<file path="config.mk">
export PLATFORM = sky130hd
export DESIGN_NAME = stream_test_driver
export DESIGN_NICKNAME = d
export VERILOG_FILES = /design/src/rtl/stream_test_driver.sv
export SDC_FILE = /design/constraint.sdc
export NUM_CORES = 1
export LEC_CHECK = 0
export ABC_CLOCK_PERIOD_IN_PS = 3500
export CORE_MARGIN = 4
export CORE_UTILIZATION = 45
export DETAILED_ROUTE_END_ITERATION = 8
export PLACE_DENSITY = 0.68
export SYNTH_ARGS = -nofsm -noshare
export SYNTH_HDL_FRONTEND = slang
export SYNTH_SLANG_ARGS = --single-unit
</file>
<file path="constraint.sdc">
create_clock -name clk -period 3.5 [get_ports clk]
set_clock_uncertainty 0.05 [all_clocks]
set_input_delay 0.7 -clock clk [delete_from_list [all_inputs] [get_ports clk]]
set_output_delay 0.7 -clock clk [all_outputs]
set_load 0.005 [all_outputs]
</file>
<file path="src/rtl/stream_test_driver.sv">
// rtl/stream_test_driver.sv - bring-up traffic generator: startup delay, one mgmt beat, table replay, done
//
// Sequence per run: IDLE/DONE -(start)-> STARTUP -> MGMT -> GAP -> STREAM -> TAIL -> DONE.
// A start is accepted only in IDLE or DONE. The word table can be written only
// in those same two states. Table contents are not cleared by reset.
//
// Optional build macro STREAM_TEST_DRIVER_REPEAT_EN adds two ports, repeat_count
// and pass_cnt. With it, the table is replayed repeat_count+1 times. Each pass is
// framed as its own packet, and the passes follow one another with no gap.
//
// Ports:
//   clk, reset          single clock; synchronous active-high reset
//   start               one-cycle run request (ignored while busy)
//   num_words           words per pass, sampled on accepted start, clamped to DEPTH
//   mgmt_value          mgmt payload, sampled on accepted start
//   tbl_wr_en/addr/data word table write port
//   mgmt_valid/data     Avalon-ST mgmt source; mgmt_ready from sink
//   src_valid/data      Avalon-ST stream source with startofpacket/endofpacket; src_ready from sink
//   busy                high in any state other than IDLE/DONE
//   done                high in DONE until the next accepted start or reset
//   repeat_count        (macro only) extra passes, sampled on accepted start
//   pass_cnt            (macro only) completed passes in the current run

module stream_test_driver #(
    parameter int DATA_W        = 16,
    parameter int DEPTH         = 8,
    parameter int MGMT_W        = 8,
    parameter int STARTUP_DELAY = 2,
    parameter int TAIL_DELAY    = 10
) (
    input  logic                         clk,
    input  logic                         reset,
    input  logic                         start,
    input  logic [$clog2(DEPTH+1)-1:0]   num_words,
    input  logic [MGMT_W-1:0]            mgmt_value,
`ifdef STREAM_TEST_DRIVER_REPEAT_EN
    input  logic [7:0]                   repeat_count,
    output logic [7:0]                   pass_cnt,
`endif
    input  logic                         tbl_wr_en,
    input  logic [$clog2(DEPTH)-1:0]     tbl_wr_addr,
    input  logic [DATA_W-1:0]            tbl_wr_data,
    output logic                         mgmt_valid,
    output logic [MGMT_W-1:0]            mgmt_data,
    input  logic                         mgmt_ready,
    output logic                         src_valid,
    output logic [DATA_W-1:0]            src_data,
    output logic                         src_startofpacket,
    output logic                         src_endofpacket,
    input  logic                         src_ready,
    output logic                         busy,
    output logic                         done
);

    localparam int LEN_W   = $clog2(DEPTH + 1);
    localparam int AW      = $clog2(DEPTH);
    localparam int CNT_MAX = (STARTUP_DELAY > TAIL_DELAY) ? STARTUP_DELAY : TAIL_DELAY;
    localparam int CNT_W   = $clog2(CNT_MAX + 1);

    typedef enum logic [2:0] {
        S_IDLE    = 3'd0,
        S_STARTUP = 3'd1,
        S_MGMT    = 3'd2,
        S_GAP     = 3'd3,
        S_STREAM  = 3'd4,
        S_TAIL    = 3'd5,
        S_DONE    = 3'd6
    } state_t;

    state_t             state;
    state_t             state_nxt;

    logic [DATA_W-1:0]  tbl [DEPTH];
    logic [CNT_W-1:0]   cnt;
    logic [AW-1:0]      idx;
    logic [LEN_W-1:0]   len_q;
    logic [MGMT_W-1:0]  mgmt_q;
    logic [LEN_W-1:0]   num_clamped;

    logic               idle_like;
    logic               start_acc;
    logic               startup_end;
    logic               tail_end;
    logic               last_beat;
    logic               last_pass;
    logic               src_fire;

`ifdef STREAM_TEST_DRIVER_REPEAT_EN
    logic [7:0]         rep_q;
`endif

    // Start and table writes are legal only when no run is in flight.
    assign idle_like   = (state == S_IDLE) || (state == S_DONE);
    assign start_acc   = start && idle_like;
    assign num_clamped = (num_words > LEN_W'(DEPTH)) ? LEN_W'(DEPTH) : num_words;

    // The same counter times both delay states. It is zero on entry to each of them.
    assign startup_end = (cnt == CNT_W'(STARTUP_DELAY - 1));
    assign tail_end    = (cnt == CNT_W'(TAIL_DELAY - 1));

    // STREAM is only entered with len_q > 0, so len_q - 1 cannot underflow here.
    assign last_beat   = (LEN_W'(idx) == (len_q - LEN_W'(1)));
    assign src_fire    = src_valid && src_ready;

`ifdef STREAM_TEST_DRIVER_REPEAT_EN
    assign last_pass   = (pass_cnt == rep_q);
`else
    assign last_pass   = 1'b1;
`endif

    // Table write port. This is not reset, so a table loaded before a reset is still
    // there afterwards.
    always_ff @(posedge clk) begin
        if (tbl_wr_en && idle_like) begin
            tbl[tbl_wr_addr] <= tbl_wr_data;
        end
    end

    // State register
    always_ff @(posedge clk) begin
        if (reset) begin
            state <= S_IDLE;
        end else begin
            state <= state_nxt;
        end
    end

    // Next-state logic
    always_comb begin
        state_nxt = state;
        case (state)
            S_IDLE, S_DONE: begin
                if (start) begin
                    state_nxt = S_STARTUP;
                end
            end
            S_STARTUP: begin
                if (startup_end) begin
                    state_nxt = S_MGMT;
                end
            end
            S_MGMT: begin
                if (mgmt_ready) begin
                    state_nxt = S_GAP;
                end
            end
            S_GAP: begin
                state_nxt = (len_q != '0) ? S_STREAM : S_TAIL;
            end
            S_STREAM: begin
                if (src_ready && last_beat && last_pass) begin
                    state_nxt = S_TAIL;
                end
            end
            S_TAIL: begin
                if (tail_end) begin
                    state_nxt = S_DONE;
                end
            end
            default: state_nxt = S_IDLE;
        endcase
    end

    // Run context, delay counter and table index.
    always_ff @(posedge clk) begin
        if (reset) begin
            cnt    <= '0;
            idx    <= '0;
            len_q  <= '0;
            mgmt_q <= '0;
`ifdef STREAM_TEST_DRIVER_REPEAT_EN
            rep_q    <= '0;
            pass_cnt <= '0;
`endif
        end else if (start_acc) begin
            cnt    <= '0;
            idx    <= '0;
            len_q  <= num_clamped;
            mgmt_q <= mgmt_value;
`ifdef STREAM_TEST_DRIVER_REPEAT_EN
            rep_q    <= repeat_count;
            pass_cnt <= '0;
`endif
        end else begin
            case (state)
                S_STARTUP: cnt <= startup_end ? '0 : cnt + CNT_W'(1);
                S_TAIL:    cnt <= cnt + CNT_W'(1);
                S_STREAM: begin
                    if (src_fire) begin
                        // Wrap at the end of every pass. The next pass then starts on the
                        // following cycle with sop set and no bubble.
                        if (last_beat) begin
                            idx <= '0;
`ifdef STREAM_TEST_DRIVER_REPEAT_EN
                            pass_cnt <= pass_cnt + 8'd1;
`endif
                        end else begin
                            idx <= idx + AW'(1);
                        end
                    end
                end
                default: ;
            endcase
        end
    end

    // Outputs are decoded from state. The table read is combinational, so data
    // follows idx in the same cycle and accepted beats can be back-to-back.
    // Data buses are forced to zero when not valid, so that reset clears every output.
    assign mgmt_valid        = (state == S_MGMT);
    assign mgmt_data         = mgmt_valid ? mgmt_q : '0;
    assign src_valid         = (state == S_STREAM);
    assign src_data          = src_valid ? tbl[idx] : '0;
    assign src_startofpacket = src_valid && (idx == '0);
    assign src_endofpacket   = src_valid && last_beat;
    assign busy              = !idle_like;
    assign done              = (state == S_DONE);

endmodule

</file>
# Yosys cells after proc, flatten, opt, wreduce, memory -nomap -nowiden
# Memory sizes are Yosys's and may differ from the RTL's. A register that Yosys moved wholly into a read port is not among the register bits.
# Index checks and enable logic that the tools add are counted.
[classes] n_eq_ne=14 n_mux=17 reduce_logical=16 addsub=3 n_lt_le_gt_ge=1
[op_table] operator="3-bit 2-to-1 mux" count=8
[op_table] operator="3-bit case mux with 6 select lines" count=1
[op_table] operator="16-bit 2-to-1 mux" count=1
[op_table] operator="3-bit == test, second input constant" count=3
[op_table] operator="4-bit 2-to-1 mux" count=2
[op_table] operator="8-bit 2-to-1 mux" count=1
[op_table] operator="4-bit case mux with 2 select lines" count=1
[op_table] operator="3-bit by 2-bit == test with 1-bit output, second input constant" count=2
[op_table] operator="1-bit logical AND" count=6
[op_table] operator="3-bit logical NOT" count=2
[op_table] operator="2-bit != test, second input constant" count=3
[op_table] operator="5-bit AND reduction" count=1
[op_table] operator="4-bit by 1-bit adder with 4-bit output, second input constant" count=1
[op_table] operator="3-bit by 4-bit == test with 1-bit output" count=1
[op_table] operator="4-bit by 1-bit == test with 1-bit output, second input constant" count=1
[op_table] operator="4-bit == test, second input constant" count=1
[op_table] operator="4-bit > comparator, second input constant" count=1
[op_table] operator="2-bit by 1-bit != test with 1-bit output, second input constant" count=2
[op_table] operator="4-bit nonzero test" count=1
[op_table] operator="2-bit OR reduction" count=2
[op_table] operator="4-bit by 1-bit subtractor with 4-bit output, second input constant" count=1
[op_table] operator="3-bit by 1-bit adder with 3-bit output, second input constant" count=1
[op_table] operator="3-bit by 1-bit == test with 1-bit output, second input constant" count=1
[op_table] operator="1-bit 2-to-1 mux" count=3
[op_table] operator="4 further kinds" count=4
[totals] ff_bits=22 inputBits=37 wordCells=57 mem_count=1 mem_bits_rw=128
[memory_table] name="tbl" words=8 width=16 rd=1 rd_clocked_by_memory_dff=1 write_ports=1 line="73" rtl="logic [DATA_W-1:0] tbl [DEPTH];"

# Logic depth before layout (Yosys ltp)
# Gate-level depths: netlist of run 1.
[logic_depth] ltp_word=5 mapped_depth=8 depth_no_buf=7

# Worst setup path after synthesis of run 1
# No wires, ideal clock.
[synth_timing] kind="reg2reg" startpoint="register state[2]" endpoint="memory tbl[1][0] (enable)" arrival_ns=2.177 setup_ns=0.409 path_slack_ns=0.864 required_time_ns=3.041 stages_incl_launch_ff=6 period_less_slack_ns=2.636 cell_sequence="dfxtp_1 > buf_6 > or2_2 > a21oi_4 > nand3_1 > nor3_1"
[synth_via] elab_chain_cells=5 word_cells_on_any_way=6
[synth_lines] item="from (decl)" line="70" rtl="state_t state;"
[synth_lines] item="from (signal assigned)" line="124" rtl="state <= state_nxt;"
[synth_lines] item="3-bit == test or 3-bit logical NOT (tied branches)" line="93" rtl="assign idle_like = (state == S_IDLE) || (state == S_DONE);"
[synth_lines] item="1-bit logical OR (*)" line="93"
[synth_lines] item="1-bit logical AND (*)" line="114" rtl="if (tbl_wr_en && idle_like) begin"
[synth_lines] item="1-bit 2-to-1 mux (*)" line="114"
[synth_lines] item="1-bit 2-to-1 mux (not written as such) (*)" line="115" rtl="tbl[tbl_wr_addr] <= tbl_wr_data;"
[synth_lines] item="to (decl)" line="73"
# Every way passes the cells marked *; elsewhere a longest branch is shown, timed or not.

# Worst setup path after layout of run 1
[layout_timing] startpoint="register len_q[0]" endpoint="output port src_endofpacket"
[layout_via] elab_chain_cells=3
[layout_lines] item="from (decl)" line="76" rtl="logic [LEN_W-1:0] len_q;"
[layout_lines] item="from (signal assigned)" line="178" rtl="len_q <= num_clamped;"
[layout_lines] item="4-bit by 1-bit subtractor with 4-bit output" line="102" rtl="assign last_beat = (LEN_W'(idx) == (len_q - LEN_W'(1)));"
[layout_lines] item="3-bit by 4-bit == test with 1-bit output" line="102"
[layout_lines] item="1-bit logical AND" line="215" rtl="assign src_endofpacket = src_valid && last_beat;"
[layout_lines] item="to (decl)" line="49" rtl="output logic src_endofpacket,"
# No other way between the ends.

==> impl_metrics.json, run 1 <==
{
  "min_period_ns": 3.34,
  "power-per-cell-area_mw_per_mm2": 545,
  "r2r-start": "state[2]",
  "crit_family": "simple AND/OR/NAND/NOR gates",
  "clockBufferDepth": 2,
  "final_nets": 495,
  "cp_data_arrival_time_ns": 2.59,
  "cp_max_fo": 4,
  "drive_gt1_share_pct": 18.5,
  "synth_area_leaders": "edfxtp_1, mux4_2, dfxtp_1",
  "nFillCells": 1003,
  "area_growth_pct": 25.5,
  "slew_headroom_pct": 58.6,
  "hp-class": "register to register",
  "ys_async_sr_fraction_pct": 0,
  "synthAdderAreaFrac_pct": 1.02,
  "core_area_mm2": 0.0133,
  "syn_area_mm2": 0.00616,
  "synthXorXnorAreaFrac_pct": 0.711,
  "antenna_found_initial": 0,
  "drtPass1Iterations": 4,
  "clk_latency_ns": 0.41,
  "critPathKind": "register to output port",
  "fin_area_mm2": 0.00773,
  "ant_nets": 0,
  "synth_compound_area_share_pct": 2.78,
  "slowest_stage": "or4bb_1",
  "m1WireLength_um": 4920,
  "die_w_um": 125,
  "vias_per_cell": 5.25,
  "numCtsBuffers": 17,
  "synthesis.nets": 415,
  "ys_seq_area_share_pct": 70.6,
  "fp.dieH_um": 125,
  "avgSynthCellArea_um2": 16.5,
  "worst_path_largest_cell_delay_ns": 0.53,
  "endpoint_kind": "output port",
  "peakVddDrop_mv": 0.327,
  "fmax_ghz": 0.299,
  "grt_usage_pct": 16.1,
  "synth_top_cell_by_area": "edfxtp_1",
  "postCtsSetupBuffers": 0,
  "port_buffers": 66,
  "yosys.area_share.simple_pct": 8.43,
  "path_cells": "inv_1, ha_1, xor2_1, or4bb_1, a31o_2, nor2_1, clkdlybuf4s50_1",
  "fp.dieArea_mm2": 0.0156,
  "final_cell_mix": "edfxtp_1, clkdlybuf4s50_1, nor2_1",
  "post_drt_wl_per_cell_um": 18.8,
  "holdCritStartpoint": "mgmt_q[0]",
  "final-max-slew-violation-count": 0,
  "clk_root_buffer_cell": "clkbuf_16",
  "outcome": "finished clean",
  "ctsResizeCount": 0,
  "grt_max_degree": 33,
  "rows": 42,
  "synth_edf_count": 128,
  "n_antenna_cell": 0,
  "met2_length_um": 6640,
  "crit_buf_inv": 2,
  "postCtsHoldBufs": 0,
  "via_count": 3373,
  "initial_utilization_pct": 46.3,
  "start_kind": "register",
  "startpoint": "len_q[0]",
  "yosysTopAreaCellShare_pct": 62.4,
  "place.gp.congestion": 0.786,
  "required_ns": 2.75,
  "synth_mux_area_share_pct": 14.5,
  "grt_pass1_vias": 3518,
  "ios": 67,
  "cap_violations": 0,
  "clk_pin_slew_ns": 0.06,
  "period_share_pct": 95.6,
  "fin_tns_setup_ns": 0,
  "drc": 0,
  "grt-ovfl-total": 0,
  "wl_met3_um": 301,
  "h-tree-depth": 4,
  "synth_top_family_by_area": "multiplexers",
  "setup_viol": 0,
  "top_layer": "met4",
  "rsz0062_at_grt": "no",
  "drt_iter0_markers": 215,
  "tightest_slew_ns": 0.619,
  "wl_um": 12100,
  "yosys_warnings": 0,
  "placed_area_mm2": 0.00708,
  "finalHoldViolations": 0,
  "p_leak_nw": 2.48,
  "cts_tree": "yes",
  "mostFrequentLayoutCell": "edfxtp_1",
  "synth-seq-cells": 153,
  "yosys_most_used_dff": "edfxtp_1",
  "ys_types": 39,
  "grt_first_pass_wirelength_um": 19200,
  "cts.sinks": 153,
  "synthCells": 373,
  "hpwl_um": 7280
}
-- registers in the layout, summed over array words and instances (netlist names), named ones only --
register  cells
cnt           4
mgmt_q        8
idx           3
len_q         4
tbl         128
state         3
-- where the power goes --
| part | switching, mW | internal (mW) | leakage [nW] |
|---|---|---|---|
| clock network | 0.703 | 1.27 | 0.312 |
| registers | 0.0227 | 2.02 | 1.36 |
| logic | 0.104 | 0.0877 | 0.808 |
| total | 0.830 | 3.38 | 2.48 |
-- worst min-delay path: stages, from the launching register on --
cell     delay [ns]
dfxtp_1        0.30
nand2_1        0.05
a21oi_1        0.05
-- cells in the mapped netlist, drive strengths merged, types with 3 or more instances --
cell,count
clkbuf,6
dfxtp,25
nor3,6
a21oi,23
and2,9
nor2,34
mux4,32
ha,5
buf,11
edfxtp,128
nand2,31
o21ai,3
mux2i,16
nand3,3
nand3b,6
xor2,5
inv,7
nand2b,6
-- layout make-up --
cell class / count / area, um^2 / area share [%]
clock inverter: 14 / 220 / 2.85
timing repair buffer: 78 / 776 / 10.0
clock buffer: 18 / 429 / 5.55
multi-input combinational: 195 / 1700 / 22.0
sequential: 153 / 4350 / 56.3
inverter: 8 / 35.0 / 0.453
tap: 176 / 220 / 2.85
-- path summary, 6_finish.rpt --
check / to / slack [ns] / cells after the start
hold reg to reg: mgmt_q[0] / 0.40 / 2
setup reg to reg: register / 1.45 / 6
hold / removal: mgmt_q[0] / 0.40 / 2
setup / recovery: src_endofpacket / 0.16 / 7
-- metrics by stage --
step	power (mW)	utilization (%)	cells	setup WS, ns	hold WS [ns]
3_3_place_gp	2.27	53.2	610	0.570	0.389
3_5_place_dp	2.28	53.2	610	0.529	0.392
6_report	4.21	58.1	642	0.155	0.399
5_1_grt	4.35	58.1	642	0.0345	0.433
4_1_cts	4.26	58.1	642	0.0822	0.400
2_1_floorplan	2.17	-	373	0.864	0.382
-- cells by family after synthesis --
family | count (synthesis)
DFF | 153
AOI/OAI and AO/OA | 30
xor gates and xnor gates | 5
muxes | 49
adders and majority gates | 5
buffers and inverters | 25
and+or+nand+nor | 106
-- routing by layer --
layer | global-route usage, % | up-vias
li1 | - | 1590
met1 | 19.0 | 1715
met2 | 28.9 | 55
met3 | 4.09 | 13
met4 | 5.55 | 0
met5 | 0 | -
Note: power is estimated with default switching activity, not from simulation.
==> inputs of run 2 (changes only) <==
--- a/config.mk
+++ b/config.mk
@@ -6,6 +6,7 @@
 export NUM_CORES = 1
 export LEC_CHECK = 0
 export ABC_CLOCK_PERIOD_IN_PS = 3500
+export CAP_MARGIN = 20
 export CORE_MARGIN = 4
 export CORE_UTILIZATION = 45
 export DETAILED_ROUTE_END_ITERATION = 8
==> results of run 2 <==
Final layout, timing and power as in run 1 (identical DEF).
==> inputs of run 3 (changes only) <==
--- a/config.mk
+++ b/config.mk
@@ -7,6 +7,7 @@
 export LEC_CHECK = 0
 export ABC_CLOCK_PERIOD_IN_PS = 3500
 export CAP_MARGIN = 20
+export CORE_ASPECT_RATIO = 0.6
 export CORE_MARGIN = 4
 export CORE_UTILIZATION = 45
 export DETAILED_ROUTE_END_ITERATION = 8
==> run 3 against run 2 <==
  * Utilization is 0.12 points higher
  * Cell count down 0.78%
  * Final area decreased by 1.3%
  * Via count up 0.68%
==> impl_metrics.json, run 3 (same netlist as run 1, synthesis figures left out) <==
{
  "antenna_found_initial": 0,
  "hpwl_um": 7590,
  "utilization_pct": 58.2,
  "setup_viol": 0,
  "clk_latency_ns": 0.41,
  "numCtsBuffers": 17,
  "top_usage_layer": "met2",
  "top_regs": "tbl: 128 flops, mgmt_q: 8 flops",
  "area_growth_pct": 23.8,
  "grt_max_degree": 33,
  "regMostFlops": "tbl",
  "clk_root_buffer_cell": "clkbuf_16",
  "grt-ovfl-total": 0,
  "required_ns": 2.75,
  "min_period_ns": 3.41,
  "fp.dieArea_mm2": 0.0157,
  "cap_violations": 0,
  "power-per-cell-area_mw_per_mm2": 516,
  "drive_gt1_share_pct": 19.3,
  "cts_tree": "yes",
  "nFillCells": 993,
  "critPathKind": "register to output port",
  "wl_um": 12100,
  "final-max-slew-violation-count": 0,
  "via_count": 3396,
  "endpoint_kind": "output port",
  "r2r-start": "state[2]",
  "placedCellCount": 603,
  "holdCritStartpoint": "mgmt_q[0]",
  "grtUsageMet2_pct": 25.5,
  "place.gp.congestion": 0.800,
  "postCtsHoldBufs": 0,
  "ant_nets": 0,
  "final_cells": 637,
  "finalHoldViolations": 0,
  "vias_per_cell": 5.33,
  "largest_reg_flops": 128,
  "slew_headroom_pct": 57.1,
  "drt_iter0_markers": 217,
  "drc": 0,
  "peakVddDrop_mv": 0.356,
  "post_drt_wl_per_cell_um": 19.0,
  "final_cell_mix": "edfxtp_1, clkdlybuf4s50_1, nor2_1",
  "use_met3_pct": 3.97,
  "rows": 32,
  "period_share_pct": 97.3,
  "fmax_ghz": 0.294,
  "grt_pass1_vias": 3543,
  "p_leak_nw": 2.43,
  "start_kind": "register",
  "n_antenna_cell": 0,
  "clk_pin_slew_ns": 0.06,
  "die_w_um": 159,
  "outcome": "finished clean",
  "initial_utilization_pct": 47.0,
  "cp_max_fo": 4,
  "tightest_slew_ns": 0.640,
  "ios": 67,
  "clockBufferDepth": 2,
  "startpoint": "len_q[0]",
  "port_buffers": 66,
  "h-tree-depth": 4,
  "placed_area_mm2": 0.00705,
  "mostFrequentLayoutCell": "edfxtp_1",
  "drtPass1Iterations": 4,
  "grt_usage_pct": 16.5,
  "cp_data_arrival_time_ns": 2.66,
  "fin_area_mm2": 0.00762,
  "grt_first_pass_wirelength_um": 19600,
  "grtUsageMet1_pct": 23.0,
  "fp.dieH_um": 98.6,
  "cts.sinks": 153,
  "finalPower_mw": 3.94,
  "hp-class": "register to register",
  "final_nets": 496,
  "core_area_mm2": 0.0131
}
[run 3: power breakdown]
group | internal [mW] | switching [mW]
Sequential | 2.02 | 0.0224
Clock | 0.979 | 0.718
Combinational | 0.0879 | 0.106
[run 3: final cells by class]
type | count | area (um^2) | area share, %
inverter | 8 | 35.0 | 0.460
clock buffer | 18 | 429 | 5.63
timing repair buffer | 79 | 771 | 10.1
clock inverter | 14 | 126 | 1.66
multi-input combinational | 195 | 1700 | 22.3
tap | 170 | 213 | 2.79
sequential | 153 | 4350 | 57.0
[run 3: per-stage QoR]
step | setup WS [ns] | TNS [ns] | hold slack, ns
after floorplan | 0.864 | 0 | 0.382
final | 0.0948 | 0 | 0.398
after CTS | 0.0370 | 0 | 0.402
after detailed placement | 0.487 | 0 | 0.394
after global routing | -0.00918 | -0.00918 | 0.426
after global placement | 0.556 | 0 | 0.389
[run 3: repair_timing]
item / CTS / global route
buffers inserted: 0 / 2
resized for setup: 0 / 2
setup endpoints to repair: 0 / 1
[run 3: critical path, cell delays in order, from the launching register on]
cell             delay (ns)
dfxtp_2                0.35
inv_1                  0.05
ha_1                   0.22
xor2_1                 0.19
or4bb_1                0.52
a31o_2                 0.28
nor2_1                 0.11
clkdlybuf4s50_1        0.52
[run 3: per-layer routing]
| layer | vias to the layer above | wire (um) |
|---|---|---|
| met1 | 1718 | 5630 |
| met2 | 78 | 5670 |
| met3 | 12 | 642 |
| met4 | 0 | 149 |
| li1 | 1588 | - |
| met5 | - | 0 |
[run 3: final timing paths]
| kind | slack (ns) | end | depth (start not counted) |
|---|---|---|---|
| setup / recovery | 0.09 | src_endofpacket | 7 |
| hold reg to reg | 0.40 | mgmt_q[0] | 2 |
| hold / removal | 0.40 | mgmt_q[0] | 2 |
| setup reg to reg | 1.08 | tbl[1][1] | 5 |
==> RTL edit: new RTL, settings of run 2 <==
The parameter `DEPTH` goes from 8 to 4.
--- a/src/rtl/stream_test_driver.sv
+++ b/src/rtl/stream_test_driver.sv
@@ -25,3 +25,3 @@
     parameter int DATA_W        = 16,
-    parameter int DEPTH         = 8,
+    parameter int DEPTH         = 4,
     parameter int MGMT_W        = 8,
Interface: changed (resized num_words and tbl_wr_addr); port bits go from 67 to 65. The function was not compared with the original's and may differ.
==> RTL edit against run 2 <==
Combinational power increased to 4.0 times the old value. Worst setup slack improved by 0.22 ns. Final area decreased by 41%. Area after synthesis decreased by 41%. Non-clock buffer count decreased by 7. Sequential cell count decreased by 67. Routed wire length decreased by 45%. Total power decreased by 37%. Critical path type unchanged. Critical endpoint is now mgmt_data[5]. Largest power group unchanged.
==> RTL edit: results (changes against run 2) <==
Placed design
  – Number of buffers added on ports: 64 (was 66)
  – Total half-perimeter wirelength after legalization and detailed placement: 4390 um (was 7280 um)
  – Placer congestion estimate: 0.759 (was 0.786)

Yosys
  – Share of the yosys chip area belonging to registers: 0.649 (was 0.706)
  – Cell types with the largest area share after synthesis: sky130_fd_sc_hd__edfxtp_1 53%, sky130_fd_sc_hd__dfxtp_1 12%, sky130_fd_sc_hd__mux4_2 9.9% (was sky130_fd_sc_hd__edfxtp_1 62%, sky130_fd_sc_hd__mux4_2 12%, sky130_fd_sc_hd__dfxtp_1 8.1%)
  – Number of enable-type register cells in the synthesized netlist: 64 (was 128)
  – Synth Net Count: 286 (was 415)
  – Number of distinct library cells after synthesis: 44 (was 39)

Pwr
  – Static leakage: 1.56 nW (was 2.48 nW)
  – Sw Ratio: 0.296 (was 0.197)
  – Largest voltage drop on the vdd net: 0.295 mV (was 0.327 mV)

Critical path
  – Critical path fanouts, max: 10 (was 4)
  – Slowest cell on the critical path: sky130_fd_sc_hd__nor3_1 (was sky130_fd_sc_hd__or4bb_1)
  – Reg2reg path depth: 5 (was 6)
  – End point of the critical path: mgmt_data[5] (was src_endofpacket)
  – Slack of the worst reg-to-reg path: 1.29 ns (was 1.45 ns)
  – Crit path largest cell delay: 0.64 ns (was 0.53 ns)
  – Launching element of the worst setup path: state[1] (was len_q[0])

Drt
  – Vias per std cell: 5.05 (was 5.25)
  – Count of routing violations after the opening detailed-route iteration: 82 (was 215)

Clock network
  – CTS Root Buffer Type: sky130_fd_sc_hd__clkbuf_8 (was sky130_fd_sc_hd__clkbuf_16)
  – Clock Sink Count: 86 (was 153)
  – Clk slew on worst S/H paths: 0.09 ns (was 0.06 ns)
  – Clock latency reported for the late side of the worst-skew pair: 0.34 ns (was 0.41 ns)

GRT
  – First-pass GRT wire length: 10800 um (was 19200 um)
  – Largest net degree at the start of global routing: 23 (was 33)
  – Global-route total usage across every layer: 0.144 (was 0.161)

Timing
  – Min Hold Slack: 0.436 ns (was 0.399 ns)
  – Slew HR: 0.478 (was 0.586)

Status
  – Result of the run: finished clean (unchanged)

Cells and area
  – Fraction of area in multi-input gates: 0.258 (was 0.220)
  – Non-Clock Buffer Area Fraction: 0.151 (was 0.100)
  – Ratio of cells with drive above 1 in the final layout: 0.144 (was 0.185)
  – # fillers: 636 (was 1003)
  – Register fraction of the total cell area: 0.514 (was 0.563)
  – Top flop regs: tbl (64), mgmt_q (8), cnt (4) (was tbl (128), mgmt_q (8))

Hold path
  – Hold Path End: len_q[1] (was mgmt_q[0])
  – Worst Min Path Start: len_q[1] (was mgmt_q[0])
[RTL edit: cell count changes after synthesis, moves of 4 or more]
| cell | delta |
|---|---|
| sky130_fd_sc_hd__a21oi_1 | -15 |
| sky130_fd_sc_hd__and2_1 | +18 |
| sky130_fd_sc_hd__buf_2 | -4 |
| sky130_fd_sc_hd__edfxtp_1 | -64 |
| sky130_fd_sc_hd__inv_1 | +5 |
| sky130_fd_sc_hd__mux2i_1 | -6 |
| sky130_fd_sc_hd__mux4_2 | -16 |
| sky130_fd_sc_hd__nand2_1 | -21 |
| sky130_fd_sc_hd__nand3b_1 | -4 |
| sky130_fd_sc_hd__nor2_1 | -16 |
[RTL edit: routing by layer]
metal  GRT usage  routed length (um)
met1       0.191                3050
met2       0.235                3280
met3      0.0257                 227
met4      0.0607                  80
met5           0                   0
[RTL edit: per-stage QoR]
stage          cell area, sq um  std cells  worst slack (ns)
6_report                   4590        422             0.371
2_1_floorplan              3640        245             0.832
4_1_cts                    4590        422             0.301
3_5_place_dp               4410        406             0.704
3_3_place_gp               4410        406             0.800
5_1_grt                    4590        422             0.119
[RTL edit: power groups by stage]
stage	sequential (mW)	clock [mW]	combinational [mW]
2_1_floorplan	1.26	0	0.505
3_3_place_gp	1.30	0	0.763
3_5_place_dp	1.31	0	0.769
4_1_cts	1.28	0.651	0.775
5_1_grt	1.30	0.690	0.835
6_report	1.28	0.625	0.760
[RTL edit: cells by family after synthesis]
| group | share of synthesized area |
|---|---|
| adder cells (fa/ha/maj) | 0.0206 |
| AND/OR/NAND/NOR | 0.119 |
| multiplexers | 0.126 |
| flip-flops | 0.649 |
| AO/OA/AOI/OAI | 0.0447 |
| XOR/XNOR | 0.00962 |
| buffers and inverters | 0.0313 |
